`src/rtl/fadd32_pkg.sv`:
```
// Shared types and constants for the fadd32 round-robin scheduler.
package fadd32_pkg;

    // Scheduler FSM states
    typedef enum logic [1:0] {
        S_IDLE = 2'd0,
        S_EXEC = 2'd1,
        S_RESP = 2'd2
    } state_t;

    // fadd32 operation select
    localparam logic FADD_MODE_ADD = 1'b0;
    localparam logic FADD_MODE_SUB = 1'b1;

endpackage

```
`src/rtl/fadd32_rr_sched_if.sv`:
```
// Request/response bundle between the compute clients and the shared adder.
// Operand buses are packed, 32 bits per requester, requester i at [32i+31:32i].
interface fadd32_rr_sched_if #(
    parameter int NREQ = 4
);
    logic [NREQ-1:0]    req_valid;
    logic [NREQ-1:0]    req_ready;
    logic [32*NREQ-1:0] req_a;
    logic [32*NREQ-1:0] req_b;
    logic [NREQ-1:0]    req_mode;
    logic [NREQ-1:0]    rsp_valid;
    logic [NREQ-1:0]    rsp_ready;
    logic [31:0]        rsp_res;

    // Client side
    modport master (
        output req_valid, req_a, req_b, req_mode, rsp_ready,
        input  req_ready, rsp_valid, rsp_res
    );

    // Scheduler side
    modport slave (
        input  req_valid, req_a, req_b, req_mode, rsp_ready,
        output req_ready, rsp_valid, rsp_res
    );
endinterface

```
`src/rtl/fadd32.sv`:
```
// Single-precision combinational adder/subtractor, round to nearest even.
// Subnormal inputs and results are flushed to zero; Inf/NaN operands pass through.
module fadd32
    import fadd32_pkg::*;
(
    input  logic [31:0] a,
    input  logic [31:0] b,
    input  logic        mode,
    output logic [31:0] res
);
    logic              sa, sb, sx, sy;
    logic [7:0]        ea, eb, ex, ey, shamt;
    logic [22:0]       fx, fy;
    logic [26:0]       mx, my, my_sh, mask, man;
    logic [27:0]       sum;
    logic [4:0]        lz;
    logic signed [9:0] exp_w;
    logic [24:0]       mant;
    logic              round_up;

    // Align, add/subtract, normalise, round
    always_comb begin
        sa = a[31];
        sb = b[31] ^ (mode == FADD_MODE_SUB);
        ea = a[30:23];
        eb = b[30:23];
        // x is the operand of larger magnitude
        if ({ea, a[22:0]} >= {eb, b[22:0]}) begin
            sx = sa; ex = ea; fx = a[22:0];
            sy = sb; ey = eb; fy = b[22:0];
        end else begin
            sx = sb; ex = eb; fx = b[22:0];
            sy = sa; ey = ea; fy = a[22:0];
        end
        // hidden bit, 23 fraction bits, guard/round/sticky
        mx    = (ex == 8'd0) ? '0 : {1'b1, fx, 3'b000};
        my    = (ey == 8'd0) ? '0 : {1'b1, fy, 3'b000};
        shamt = ex - ey;
        mask  = ~(27'h7ffffff << shamt);
        if (shamt >= 8'd27) begin
            my_sh = {26'd0, |my};
        end else begin
            my_sh = (my >> shamt) | {26'd0, |(my & mask)};
        end
        if (sx == sy) begin
            sum = {1'b0, mx} + {1'b0, my_sh};
        end else begin
            sum = {1'b0, mx} - {1'b0, my_sh};
        end
        exp_w = signed'({2'b00, ex});
        lz    = '0;
        if (sum[27]) begin
            man   = {sum[27:2], sum[1] | sum[0]};
            exp_w = exp_w + 10'sd1;
        end else begin
            man = sum[26:0];
            for (int i = 0; i < 27; i++) begin
                if (man[i]) begin
                    lz = 5'(26 - i);
                end
            end
            man   = man << lz;
            exp_w = exp_w - signed'({5'd0, lz});
        end
        round_up = man[2] & (man[1] | man[0] | man[3]);
        mant     = {1'b0, man[26:3]} + {24'd0, round_up};
        if (mant[24]) begin
            mant  = mant >> 1;
            exp_w = exp_w + 10'sd1;
        end
        if (sum == 28'd0 || exp_w <= 10'sd0 || !mant[23]) begin
            res = {sx & sy, 31'd0};
        end else if (exp_w >= 10'sd255) begin
            res = {sx, 8'hff, 23'd0};
        end else begin
            res = {sx, exp_w[7:0], mant[22:0]};
        end
        if (ea == 8'hff) begin
            res = a;
        end else if (eb == 8'hff) begin
            res = {sb, b[30:0]};
        end
    end
endmodule

```
`src/rtl/rr_pick.sv`:
```
// Combinational round-robin pick: first valid index at or after ptr, wrapping.
module rr_pick #(
    parameter int NREQ  = 4,
    parameter int PTR_W = 2
) (
    input  logic [NREQ-1:0]  valid,
    input  logic [PTR_W-1:0] ptr,
    output logic [PTR_W-1:0] grant,
    output logic             any_valid
);
    localparam logic [PTR_W:0] NREQ_W = (PTR_W + 1)'(NREQ);

    logic [NREQ-1:0]  rot;
    logic [PTR_W-1:0] off;
    logic [PTR_W:0]   sum;

    // Rotate so ptr lands at bit 0, take the lowest set bit, then rotate back
    always_comb begin
        rot       = NREQ'({valid, valid} >> ptr);
        any_valid = |valid;
        off       = '0;
        for (int k = NREQ - 1; k >= 0; k--) begin
            if (rot[k]) begin
                off = PTR_W'(k);
            end
        end
        sum = {1'b0, ptr} + {1'b0, off};
        if (sum >= NREQ_W) begin
            sum = sum - NREQ_W;
        end
        grant = sum[PTR_W-1:0];
    end
endmodule

```
`src/rtl/fadd32_rr_sched.sv`:
```
// Shares one fadd32 between NREQ requesters with round-robin grants.
// One operation in flight: accept (IDLE) -> compute (EXEC) -> hold result (RESP).
module fadd32_rr_sched
    import fadd32_pkg::*;
#(
    parameter int NREQ  = 4,
    parameter int PTR_W = $clog2(NREQ),
    parameter int CNT_W = 32
) (
    input  logic              clk,
    input  logic              rst_n,
    fadd32_rr_sched_if.slave  bus,
    output logic              busy,
    output logic [CNT_W-1:0]  op_count
);
    state_t            state_reg, state_next;
    logic [PTR_W-1:0]  ptr_reg, owner_reg, grant, ptr_inc;
    logic              any_valid, accept, take;
    logic [31:0]       a_reg, b_reg, res_reg, fadd_res;
    logic              mode_reg;
    logic [CNT_W-1:0]  op_count_reg;
    logic [NREQ-1:0]   ready_vec, rsp_vec;
    logic [31:0]       a_arr [NREQ];
    logic [31:0]       b_arr [NREQ];

    for (genvar gi = 0; gi < NREQ; gi++) begin : g_unpack
        assign a_arr[gi] = bus.req_a[gi*32 +: 32];
        assign b_arr[gi] = bus.req_b[gi*32 +: 32];
    end

    rr_pick #(
        .NREQ  (NREQ),
        .PTR_W (PTR_W)
    ) u_pick (
        .valid     (bus.req_valid),
        .ptr       (ptr_reg),
        .grant     (grant),
        .any_valid (any_valid)
    );

    fadd32 u_fadd (
        .a    (a_reg),
        .b    (b_reg),
        .mode (mode_reg),
        .res  (fadd_res)
    );

    // The granted requester goes to the back of the queue
    assign ptr_inc = (grant == PTR_W'(NREQ - 1)) ? '0 : grant + PTR_W'(1);

    // Next state plus grant/response strobes
    always_comb begin
        state_next = state_reg;
        ready_vec  = '0;
        rsp_vec    = '0;
        accept     = 1'b0;
        take       = 1'b0;
        case (state_reg)
            S_IDLE: begin
                if (any_valid) begin
                    ready_vec[grant] = 1'b1;
                    accept           = 1'b1;
                    state_next       = S_EXEC;
                end
            end
            S_EXEC: begin
                state_next = S_RESP;
            end
            S_RESP: begin
                rsp_vec[owner_reg] = 1'b1;
                if (bus.rsp_ready[owner_reg]) begin
                    take       = 1'b1;
                    state_next = S_IDLE;
                end
            end
            default: begin
                state_next = S_IDLE;
            end
        endcase
    end

    // State, operand capture, result register and completion counter
    always_ff @(posedge clk) begin
        if (!rst_n) begin
            state_reg    <= S_IDLE;
            ptr_reg      <= '0;
            owner_reg    <= '0;
            a_reg        <= '0;
            b_reg        <= '0;
            mode_reg     <= FADD_MODE_ADD;
            res_reg      <= '0;
            op_count_reg <= '0;
        end else begin
            state_reg <= state_next;
            if (accept) begin
                a_reg     <= a_arr[grant];
                b_reg     <= b_arr[grant];
                mode_reg  <= bus.req_mode[grant];
                owner_reg <= grant;
                ptr_reg   <= ptr_inc;
            end
            if (state_reg == S_EXEC) begin
                res_reg <= fadd_res;
            end
            if (take) begin
                op_count_reg <= op_count_reg + CNT_W'(1);
            end
        end
    end

    assign bus.req_ready = ready_vec;
    assign bus.rsp_valid = rsp_vec;
    assign bus.rsp_res   = res_reg;
    assign busy          = (state_reg != S_IDLE);
    assign op_count      = op_count_reg;

endmodule
```
`src/flat_wrapper.sv`:
```
// flat-port wrapper written by rule: the top's interface ports become plain ports
module fadd32_rr_sched_flat import fadd32_pkg::*;
#(
    parameter int NREQ  = 4,
    parameter int PTR_W = $clog2(NREQ),
    parameter int CNT_W = 32
)
  (clk, rst_n, busy, op_count, bus_req_valid, bus_req_a, bus_req_b, bus_req_mode, bus_rsp_ready, bus_req_ready, bus_rsp_valid, bus_rsp_res);
  fadd32_rr_sched_if #(.NREQ(NREQ)) bus_i ();
  input  logic clk;
  input  logic rst_n;
  output logic busy;
  output logic [CNT_W-1:0] op_count;
  input wire logic [$bits(bus_i.req_valid)-1:0] bus_req_valid;
  input wire logic [$bits(bus_i.req_a)-1:0] bus_req_a;
  input wire logic [$bits(bus_i.req_b)-1:0] bus_req_b;
  input wire logic [$bits(bus_i.req_mode)-1:0] bus_req_mode;
  input wire logic [$bits(bus_i.rsp_ready)-1:0] bus_rsp_ready;
  output wire logic [$bits(bus_i.req_ready)-1:0] bus_req_ready;
  output wire logic [$bits(bus_i.rsp_valid)-1:0] bus_rsp_valid;
  output wire logic [$bits(bus_i.rsp_res)-1:0] bus_rsp_res;
  assign bus_i.req_valid = bus_req_valid;
  assign bus_i.req_a = bus_req_a;
  assign bus_i.req_b = bus_req_b;
  assign bus_i.req_mode = bus_req_mode;
  assign bus_i.rsp_ready = bus_rsp_ready;
  assign bus_req_ready = bus_i.req_ready;
  assign bus_rsp_valid = bus_i.rsp_valid;
  assign bus_rsp_res = bus_i.rsp_res;
  fadd32_rr_sched #(.NREQ(NREQ), .PTR_W(PTR_W), .CNT_W(CNT_W)) u_core (.clk(clk), .rst_n(rst_n), .bus(bus_i), .busy(busy), .op_count(op_count));
endmodule
```
`config.mk`:
```
export PLATFORM = sky130hd
export DESIGN_NAME = fadd32_rr_sched_flat
export DESIGN_NICKNAME = d
export VERILOG_FILES = /design/src/rtl/fadd32_pkg.sv /design/src/rtl/fadd32_rr_sched_if.sv /design/src/rtl/fadd32.sv /design/src/rtl/rr_pick.sv /design/src/rtl/fadd32_rr_sched.sv /design/src/flat_wrapper.sv
export SDC_FILE = /design/constraint.sdc
export NUM_CORES = 1
export LEC_CHECK = 0
export CAP_MARGIN = 10
export CORE_ASPECT_RATIO = 1.25
export CORE_UTILIZATION = 35
export DETAILED_ROUTE_END_ITERATION = 8
export MAX_ROUTING_LAYER = met4
export SLEW_MARGIN = 20
export SYNTH_ARGS = -nofsm -noshare
export SYNTH_HDL_FRONTEND = slang
export SYNTH_HIERARCHICAL = 1
export SYNTH_SLANG_ARGS = --single-unit
```
`constraint.sdc`:
```
create_clock -name clk -period 18.1 [get_ports clk]
set_input_delay 3.62 -clock clk [delete_from_list [all_inputs] [get_ports clk]]
set_output_delay 3.62 -clock clk [all_outputs]
set_load 0.1 [all_outputs]
```
=== Word level (Yosys, flattened, before mapping) ===
Index checks and enable logic that the tools add are counted.

* Logic and storage cells: 141
* Bits in registers: 135

* Shift-type cells: 4
* Reduce and logical (&&, ||, !) cells: 14
* $add $sub $neg: 11
* Eq/ne operators: 8
* Bitwise logic cells: 10
* Magnitude comparators: 10
* Mux-type cells: 76

{| class="wikitable"
|+ Operators with widths
! kind !! count
|-
| $mux W32 || 7
|-
| $mux W5 || 28
|-
| $bmux W32 S2 || 2
|-
| $mux W27 || 4
|-
| $reduce_or A27 Y1 || 2
|-
| $mux W23 || 2
|-
| $add A32 B1 Y32 const B || 1
|-
| $ge A31 B31 Y1 || 1
|-
| $mux W31 || 1
|-
| $add A27 B27 Y28 || 1
|-
| $logic_not A28 Y1 || 1
|-
| $mux W28 || 1
|-
| $sub A27 B27 Y28 || 1
|-
| $and A27 B27 Y27 || 1
|-
| $not A27 Y27 || 1
|-
| $or A27 B1 Y27 || 1
|-
| $shl A27 B5 Y27 || 1
|-
| $shl A27 B8 Y27 const A || 1
|-
| $shr A27 B8 Y27 || 1
|-
| $add A24 B1 Y25 || 1
|-
| $mux W24 || 1
|-
| $mux W10 || 2
|-
| $eq A8 B8 Y1 const B || 2
|-
| $logic_not A8 Y1 || 2
|-
| 36 further kinds || 67
|}

=== Logic depth before layout (Yosys ltp) ===
Gate-level depths: netlist of the first run.

* Word-level depth: 52
* Gate-level depth with buffers: 71
* Depth with buffers taken out: 62

=== Modules after synthesis ===
Netlist of the first run, hierarchy kept.

{| class="wikitable"
|+ By module, submodules not included
! module !! times used !! sequential area each (um2) !! area each (um2) !! cells an instance
|-
| fadd32 || 1 || 0.0 || 11,497.3 || 1,787
|-
| fadd32_rr_sched || 1 || 2,702.6 || 6,855.3 || 752
|-
| rr_pick || 1 || 0.0 || 178.9 || 27
|}

=== Worst setup path after synthesis of the first run ===
OpenSTA, ideal clock, no wires.

* Path kind: flip-flop to flip-flop
* From: register u_core.b_reg[28]
* To: register u_core.res_reg[4], in the netlist u_core/bus.rsp_res[4]
* Setup time: 132 ps
* Slack: 4,520 ps
* Period minus slack after synthesis: 13,580 ps
* Cell stages (with the launch flop): 65
* Arrival time: 13,448 ps
* Path through: dfxtp_1 -> inv_1 -> ha_1 -> buf_2 -> a211oi_1 -> o21ai_1 -> a22oi_2 -> nand3_2 -> nor2_1 -> buf_2 -> buf_2 -> buf_1 -> nand2_1 -> o21a_1 -> ha_1 -> buf_1 -> clkbuf_1 -> clkbuf_1 -> [... 29 more ...] -> a21o_1 -> xnor2_1 -> nand2b_1 -> a211o_1 -> o21ai_0 -> nor3_1 -> or3b_2 -> nor3_1 -> and4_1 -> and4_1 -> o22ai_1 -> o41ai_4 -> a21oi_4 -> buf_6 -> a221oi_2 -> nor2_1 -> nand2_1 -> a21oi_1

* Cells in the longest elaborated chain, start to end: 52
* Elaborated cells on any way between the ends: 77
* Those cells by class: 7 x add/sub; 4 x order compare; 2 x eq/ne; 3 x shift; 46 x mux; 7 x bitwise; 8 x reduce/logical

{| class="wikitable"
|+ RTL lines
! element !! line !! RTL
|-
| start: declaration || fadd32_rr_sched.sv:19 || <nowiki>logic [31:0] a_reg, b_reg, res_reg, fadd_res;</nowiki>
|-
| start signal: assignment || fadd32_rr_sched.sv:97 || <nowiki>b_reg <= b_arr[grant];</nowiki>
|-
| $ge A31 B31 Y1 || fadd32.sv:28 || <nowiki>if ({ea, a[22:0]} >= {eb, b[22:0]}) begin</nowiki>
|-
| $mux W8 || fadd32.sv:28 ||
|-
| $sub A8 B8 Y8 || fadd32.sv:38 || <nowiki>shamt = ex - ey;</nowiki>
|-
| $shl A27 B8 Y27 || fadd32.sv:39 || <nowiki>mask = ~(27'h7ffffff << shamt);</nowiki>
|-
| $not A27 Y27 || fadd32.sv:39 ||
|-
| $and A27 B27 Y27 || fadd32.sv:43 || <nowiki>my_sh = (my >> shamt) | {26'd0, |(my & mask)};</nowiki>
|-
| $reduce_or A27 Y1 || fadd32.sv:43 ||
|-
| $or A27 B1 Y27 || fadd32.sv:43 ||
|-
| [... 36 more ...] || n/a ||
|-
| $add A24 B1 Y25 || fadd32.sv:66 || <nowiki>mant = {1'b0, man[26:3]} + {24'd0, round_up};</nowiki>
|-
| $mux W10 || fadd32.sv:67 || <nowiki>if (mant[24]) begin</nowiki>
|-
| $le A10 B1 Y1 || fadd32.sv:71 || <nowiki>if (sum == 28'd0 || exp_w <= 10'sd0 || !mant[23]) begin</nowiki>
|-
| $logic_or A1 B1 Y1 (2 in series) || fadd32.sv:71 ||
|-
| $mux W32 || fadd32.sv:71 ||
|-
| $mux W32 (*) || fadd32.sv:80 || <nowiki>end else if (eb == 8'hff) begin</nowiki>
|-
| $mux W32 (*) || fadd32.sv:78 || <nowiki>if (ea == 8'hff) begin</nowiki>
|-
| via u_core.fadd_res[4] || fadd32_rr_sched.sv:19 ||
|-
| end signal: assignment || fadd32_rr_sched.sv:103 || <nowiki>res_reg <= fadd_res;</nowiki>
|-
| end: declaration || fadd32_rr_sched.sv:19 ||
|}

Mark *: on every way through the listed nets, which the timed path passes. The rest lies on a longest branch. The select of a mux whose other input is x is not followed.
A chain may end at the register's enable or synchronous reset.

=== Final worst setup path of the first run ===
* From: register u_core.b_reg[9]
* To: register u_core.res_reg[3], in the netlist u_core/bus.rsp_res[3]

* Cells in the longest elaborated chain, start to end: 52
* Elaborated cells on any way between the ends: 76
* Those cells by class: 7 x add/sub; 4 x order compare; 1 x eq/ne; 3 x shift; 46 x mux; 7 x bitwise; 8 x reduce/logical

{| class="wikitable"
|+ RTL lines
! element !! line
|-
| $ge A31 B31 Y1 || fadd32.sv:28
|-
| $mux W8 || fadd32.sv:28
|-
| $sub A8 B8 Y8 || fadd32.sv:38
|-
| $shl A27 B8 Y27 || fadd32.sv:39
|-
| $not A27 Y27 || fadd32.sv:39
|-
| $and A27 B27 Y27 || fadd32.sv:43
|-
| $reduce_or A27 Y1 || fadd32.sv:43
|-
| $or A27 B1 Y27 || fadd32.sv:43
|-
| [... 36 more ...] || n/a
|-
| $add A24 B1 Y25 || fadd32.sv:66
|-
| $mux W10 || fadd32.sv:67
|-
| $le A10 B1 Y1 || fadd32.sv:71
|-
| $logic_or A1 B1 Y1 (2 in series) || fadd32.sv:71
|-
| $mux W32 (*) || fadd32.sv:71
|-
| $mux W32 (*) || fadd32.sv:80
|-
| $mux W32 (*) || fadd32.sv:78
|-
| via u_core.fadd_res[3] || fadd32_rr_sched.sv:19
|}

Marks and branches as above.

==> flow_summary.yaml, run 1 <==
placed_design:
  post-dp-hpwl_um: 73100
  gp_congestion: 1.03
  portBuffers: 342
clock_tree:
  cts_resized: 0
  cts_setup_buffers: 0
  cts_tree: "built"
  cts_buffer_depth: 2
  hold_buffers: 0
  clk_pin_slew_worst_paths_ns: 0.07
  clock_latency_ns: 0.44
  cts-root-buf: "clkbuf_16"
  htree_levels: 4
  cts_buffers: 17
  clock-sinks: 135
critical_path:
  cpMostUsedCell: "ha_1"
  cp.arrival_ns: 16.02
  cp_slowest_stage_delay_ns: 0.65
  crit_slowest_cell: "nor4_1"
  worst-path-max-fanout: 29
  crit_type: "reg2reg"
  cp-end-kind: "register"
  cp-start-kind: "register"
  required_ns: 18.46
route:
  drcViolationCount: 0
  num_vias: 22000
  drtIter0Drc: 2290
  postRouteAntennaNets: 0
  wl_um: 91500
  wl_per_cell_um: 26.2
  via_per_inst: 6.30
  dr.pass1.iters: 6
synthesis:
  synthFlopType: "dfxtp_1"
  syn-instance-count: 2566
  synth_nets: 2911
  netlist_area_um2: 18500
  ys_seq_area_share_pct: 14.6
  yosysWarningCount: 6
  ys_ff_latch: 135
  async_flop_share_pct: 0
  yosysUniqueCellTypes: 107
  syn_area_per_cell_um2: 7.22
  synth-edff-count: 0
timing:
  max-slew-margin-rel_pct: 24.4
  finalHoldViolCount: 0
  min_period_over_period_pct: 86.5
  setup_tns_ns: 0
  finClkSkew_ns: 0.0117
  min_period_ns: 15.65
  tightestPinTransition_ns: 1.12
  fmax_mhz: 63.9
  setup_viol: 0
  rsz0062_at_grt: "no"
  drv_slew: 0
floorplanning:
  die-area_um2: 53900
  fp.dieW_um: 208
  die_y_um: 259
  pin_count: 343
  initial_core_util_pct: 35.7
  rows: 93
  core-area_um2: 51900
global_route:
  grt_pass1_vias: 21300
  grt_util_all_layers_pct: 34.0
  antenna_found_initial: 0
  grt_overflow_total: 0
  grt_pass1_wl_um: 136000
  grt_max_degree: 71
layout:
  area_growth_pct: 24.9
  nets: 3161
  layout_commonest_cell: "nand2_1"
  drive_above_1_share_pct: 9.47
  layout_common_cells: "411 x nand2_1, 342 x clkdlybuf4s50_1, 281 x a21oi_1"
  fin_util_pct: 44.6
  diodes: 0
min_path:
  hp-class: "reg2reg"
flow_run:
  cap_violations: 0
run_status:
  status: "completed"
==> kinds of logic after synthesis <==
logic type                 synth area share [%]
AOI/OAI and AO/OA                          27.8
adders and majority gates                  5.14
and+or+nand+nor                            26.8
DFF                                        14.6
xor gates and xnor gates                   4.54
muxes                                      15.4
buffers and inverters                      5.69
==> synthesized netlist by cell type (14+ instances only) <==
master	instances	area [um^2]
a211oi_1	43	323
a21o_1	23	173
a21oi_1	281	1410
a31oi_1	20	125
and2_1	21	131
buf_1	15	56.3
buf_2	45	225
clkbuf_1	102	383
dfxtp_1	135	2700
ha_1	73	913
inv_1	78	293
mux2_2	19	214
mux2i_1	104	1040
mux4_2	71	1600
nand2_1	411	1540
nand2b_1	27	169
nand3_1	71	355
nand4_1	47	294
nor2_1	205	769
nor2b_1	14	87.6
nor3_1	67	335
nor4_1	37	231
o2111ai_1	16	140
o211ai_1	28	210
o21a_1	18	135
o21ai_0	119	596
o22ai_1	24	150
o31ai_1	25	188
or2_2	21	131
or3_1	22	138
or4_1	20	150
xnor2_1	49	429
xor2_1	47	412
==> final cells by class <==
cell class / count / area [um^2]
clock inverters: 15 / 136
repair buffers: 400 / 3870
multi-input cells: 2178 / 14900
fillers: 5332 / 28800
flip-flops and latches: 135 / 2700
well taps: 665 / 832
inverters: 84 / 318
clock buffers: 17 / 425
==> metal layers <==
| metal | wire length (um) | global-route usage (%) |
|---|---|---|
| met5 | 0 | - |
| met4 | 4740 | 16.9 |
| met3 | 7070 | 5.60 |
| met2 | 43800 | 57.1 |
| met1 | 35900 | 39.3 |
==> worst max-delay path, delay by kind of cell, from the launching register on <==
family,cells,cell delay [ns]
xor gates and xnor gates,1,0.63
buffers and inverters,5,1.65
DFF,1,0.54
AOI/OAI and AO/OA,20,4.82
adders and majority gates,4,1.15
and+or+nand+nor,21,6.26
muxes,1,0.47
==> stage by stage <==
| step | area, um^2 | instances | hold WS [ns] | setup slack [ns] |
|---|---|---|---|---|
| 3_5_place_dp | 22600 | 3462 | 0.452 | 2.91 |
| 3_3_place_gp | 22600 | 3462 | 0.449 | 3.00 |
| 6_report | 23100 | 3494 | 0.462 | 2.45 |
| 2_1_floorplan | 18500 | 2566 | 0.450 | 4.52 |
| 4_1_cts | 23100 | 3494 | 0.465 | 2.77 |
| 5_1_grt | 23100 | 3494 | 0.483 | 1.54 |
==> worst paths after layout <==
kind / start / to / slack (ns) / cells after the start
min reg2reg: u_core/bus.rsp_res[29] / u_core/bus.rsp_res[29] / 0.46 / 2
max: u_core/b_reg[9] / u_core/bus.rsp_res[3] / 2.45 / 52
min: u_core/bus.rsp_res[29] / u_core/bus.rsp_res[29] / 0.46 / 2
max reg2reg: u_core/b_reg[9] / u_core/bus.rsp_res[3] / 2.45 / 52
Power of run 1 is left out: the tool's default activity adds up to more than one toggle a clock period on the data nets, which glitch-free logic cannot reach.
==> run 2, diff against run 1 <==
Settings changed: CORE_MARGIN set to 2.
==> run 2 against run 1 <==
Compared with the run above:
- final cell count grew 0.97%
- critical path depth shrank 2
- via count grew 1.8%
- hold slack lost 0.00074 ns
- sequential share of layout area shrank 0.13 points
- flip-flop and latch count is the same
- first-iteration DRC count shrank 4.8%
- core utilization is essentially flat
- count of clock-buffer cells in the layout grew 3
- clock skew grew 0.0026 ns
- global-route usage grew 0.51 points
- register-to-register slack lost 0.32 ns
==> flow_summary.yaml, run 2 (synthesized netlist as in run 1, its figures left out) <==
clock_tree:
  hold_buffers: 0
  cts-root-buf: "clkbuf_16"
  clk_pin_slew_worst_paths_ns: 0.06
  htree_levels: 4
  cts_resized: 0
  cts_buffer_depth: 2
  clock-sinks: 135
  cts_buffers: 17
  cts_tree: "built"
  clock_latency_ns: 0.44
  cts_setup_buffers: 0
timing:
  min_period_ns: 15.97
  finalHoldViolCount: 0
  setup_tns_ns: 0
  tightestPinTransition_ns: 1.12
  holdWs_ns: 0.461
  setup_viol: 0
  min_period_over_period_pct: 88.2
  rsz0062_at_grt: "no"
  finClkSkew_ns: 0.0143
  fmax_mhz: 62.6
  drv_slew: 0
  max-slew-margin-rel_pct: 25.0
min_path:
  hold_depth: 2
  min_to: "u_core/bus.rsp_res[0]"
  worstHoldStart: "u_core/bus.rsp_res[0]"
  hp-class: "reg2reg"
route:
  wl_per_cell_um: 26.6
  dr.pass1.iters: 6
  via_per_inst: 6.35
  drcViolationCount: 0
  num_vias: 22400
  wl_um: 93700
  postRouteAntennaNets: 0
  drtIter0Drc: 2181
critical_path:
  cp.arrival_ns: 16.26
  cp-start-kind: "register"
  crit_slowest_cell: "xor2_1"
  cp-end-kind: "register"
  reg2reg_to: "u_core/bus.rsp_res[2]"
  reg2reg_depth: 50
  rrSetupSlack_ns: 2.13
  crit_type: "reg2reg"
  worst-path-max-fanout: 38
  cp_slowest_stage_delay_ns: 0.78
  required_ns: 18.39
  rr_startpoint: "u_core/b_reg[9]"
global_route:
  grt_pass1_vias: 21900
  grtUsageMet3_pct: 4.26
  antenna_found_initial: 2
  grt_util_all_layers_pct: 34.5
  grt_overflow_total: 0
  grt_max_degree: 69
  busiest_layer: "met2"
  grt_use_met2_pct: 58.7
  use_met1_pct: 40.0
  grt_pass1_wl_um: 140000
run_status:
  status: "completed"
floorplanning:
  fp.dieW_um: 210
  pin_count: 343
  core-area_um2: 52500
  initial_core_util_pct: 35.3
  die-area_um2: 54800
  die_y_um: 261
  rows: 94
layout:
  fin_cells: 3528
  area_growth_pct: 26.2
  layout_common_cells: "411 x nand2_1, 342 x clkdlybuf4s50_1, 281 x a21oi_1"
  nets: 3187
  layout_commonest_cell: "nand2_1"
  drive_above_1_share_pct: 10.2
flow_run:
  cap_violations: 0
placed_design:
  place_inst: 3494
  portBuffers: 342
  post-dp-hpwl_um: 75400
  gp_congestion: 1.02
[run 2: cell types whose count changed in the layout (fill, tap and decap cells not counted), sizes merged]
cell,change
buf,+26
diode,+1
clkinvlp,-2
bufinv,+3
clkbuf,+3
inv,-4
[run 2: worst max-delay path: cells and delay by family, from the launching register on]
family / cells / cell delay [ns]
simple gates: 19 / 5.70
fa+ha+maj: 3 / 0.94
mux: 4 / 1.94
flops: 1 / 0.54
buf+inv: 4 / 1.22
xor+xnor: 2 / 0.96
compound gates: 18 / 4.46
[run 2: worst max path at each step]
stage               cells after the start                    end              from
detailed placement                     50  u_core/bus.rsp_res[2]   u_core/b_reg[9]
global route                           50  u_core/bus.rsp_res[5]   u_core/b_reg[9]
floorplan                              64  u_core/bus.rsp_res[4]  u_core/b_reg[28]
global placement                       50  u_core/bus.rsp_res[2]   u_core/b_reg[9]
finish                                 50  u_core/bus.rsp_res[2]   u_core/b_reg[9]
CTS                                    50  u_core/bus.rsp_res[2]   u_core/b_reg[9]
[run 2: through the flow]
stage	cell area [um^2]	util [%]	worst slack (ns)
after detailed placement	22800	43.4	2.13
after global routing	23400	44.6	0.842
after global placement	22800	43.4	2.09
after CTS	23400	44.5	2.04
final	23400	44.6	2.13
after floorplan	18500	-	4.52
[run 2: routing by layer]
| metal | vias to the layer above | wire length, um |
|---|---|---|
| li1 | 10200 | - |
| met1 | 10800 | 36100 |
| met3 | 259 | 6700 |
| met4 | 0 | 5490 |
| met2 | 1198 | 45500 |
| met5 | - | 0 |
[run 2: layout make-up]
| cell class | count | area [um^2] |
|---|---|---|
| antenna | 1 | 2.50 |
| fill | 5413 | 29100 |
| sequential | 135 | 2700 |
| tap | 672 | 841 |
| clock inverter | 12 | 166 |
| clock buffer | 20 | 437 |
| timing repair buffer | 426 | 4070 |
| inverter | 84 | 318 |
| multi-input combinational | 2178 | 14900 |
Power of run 2 is left out for the same reason.
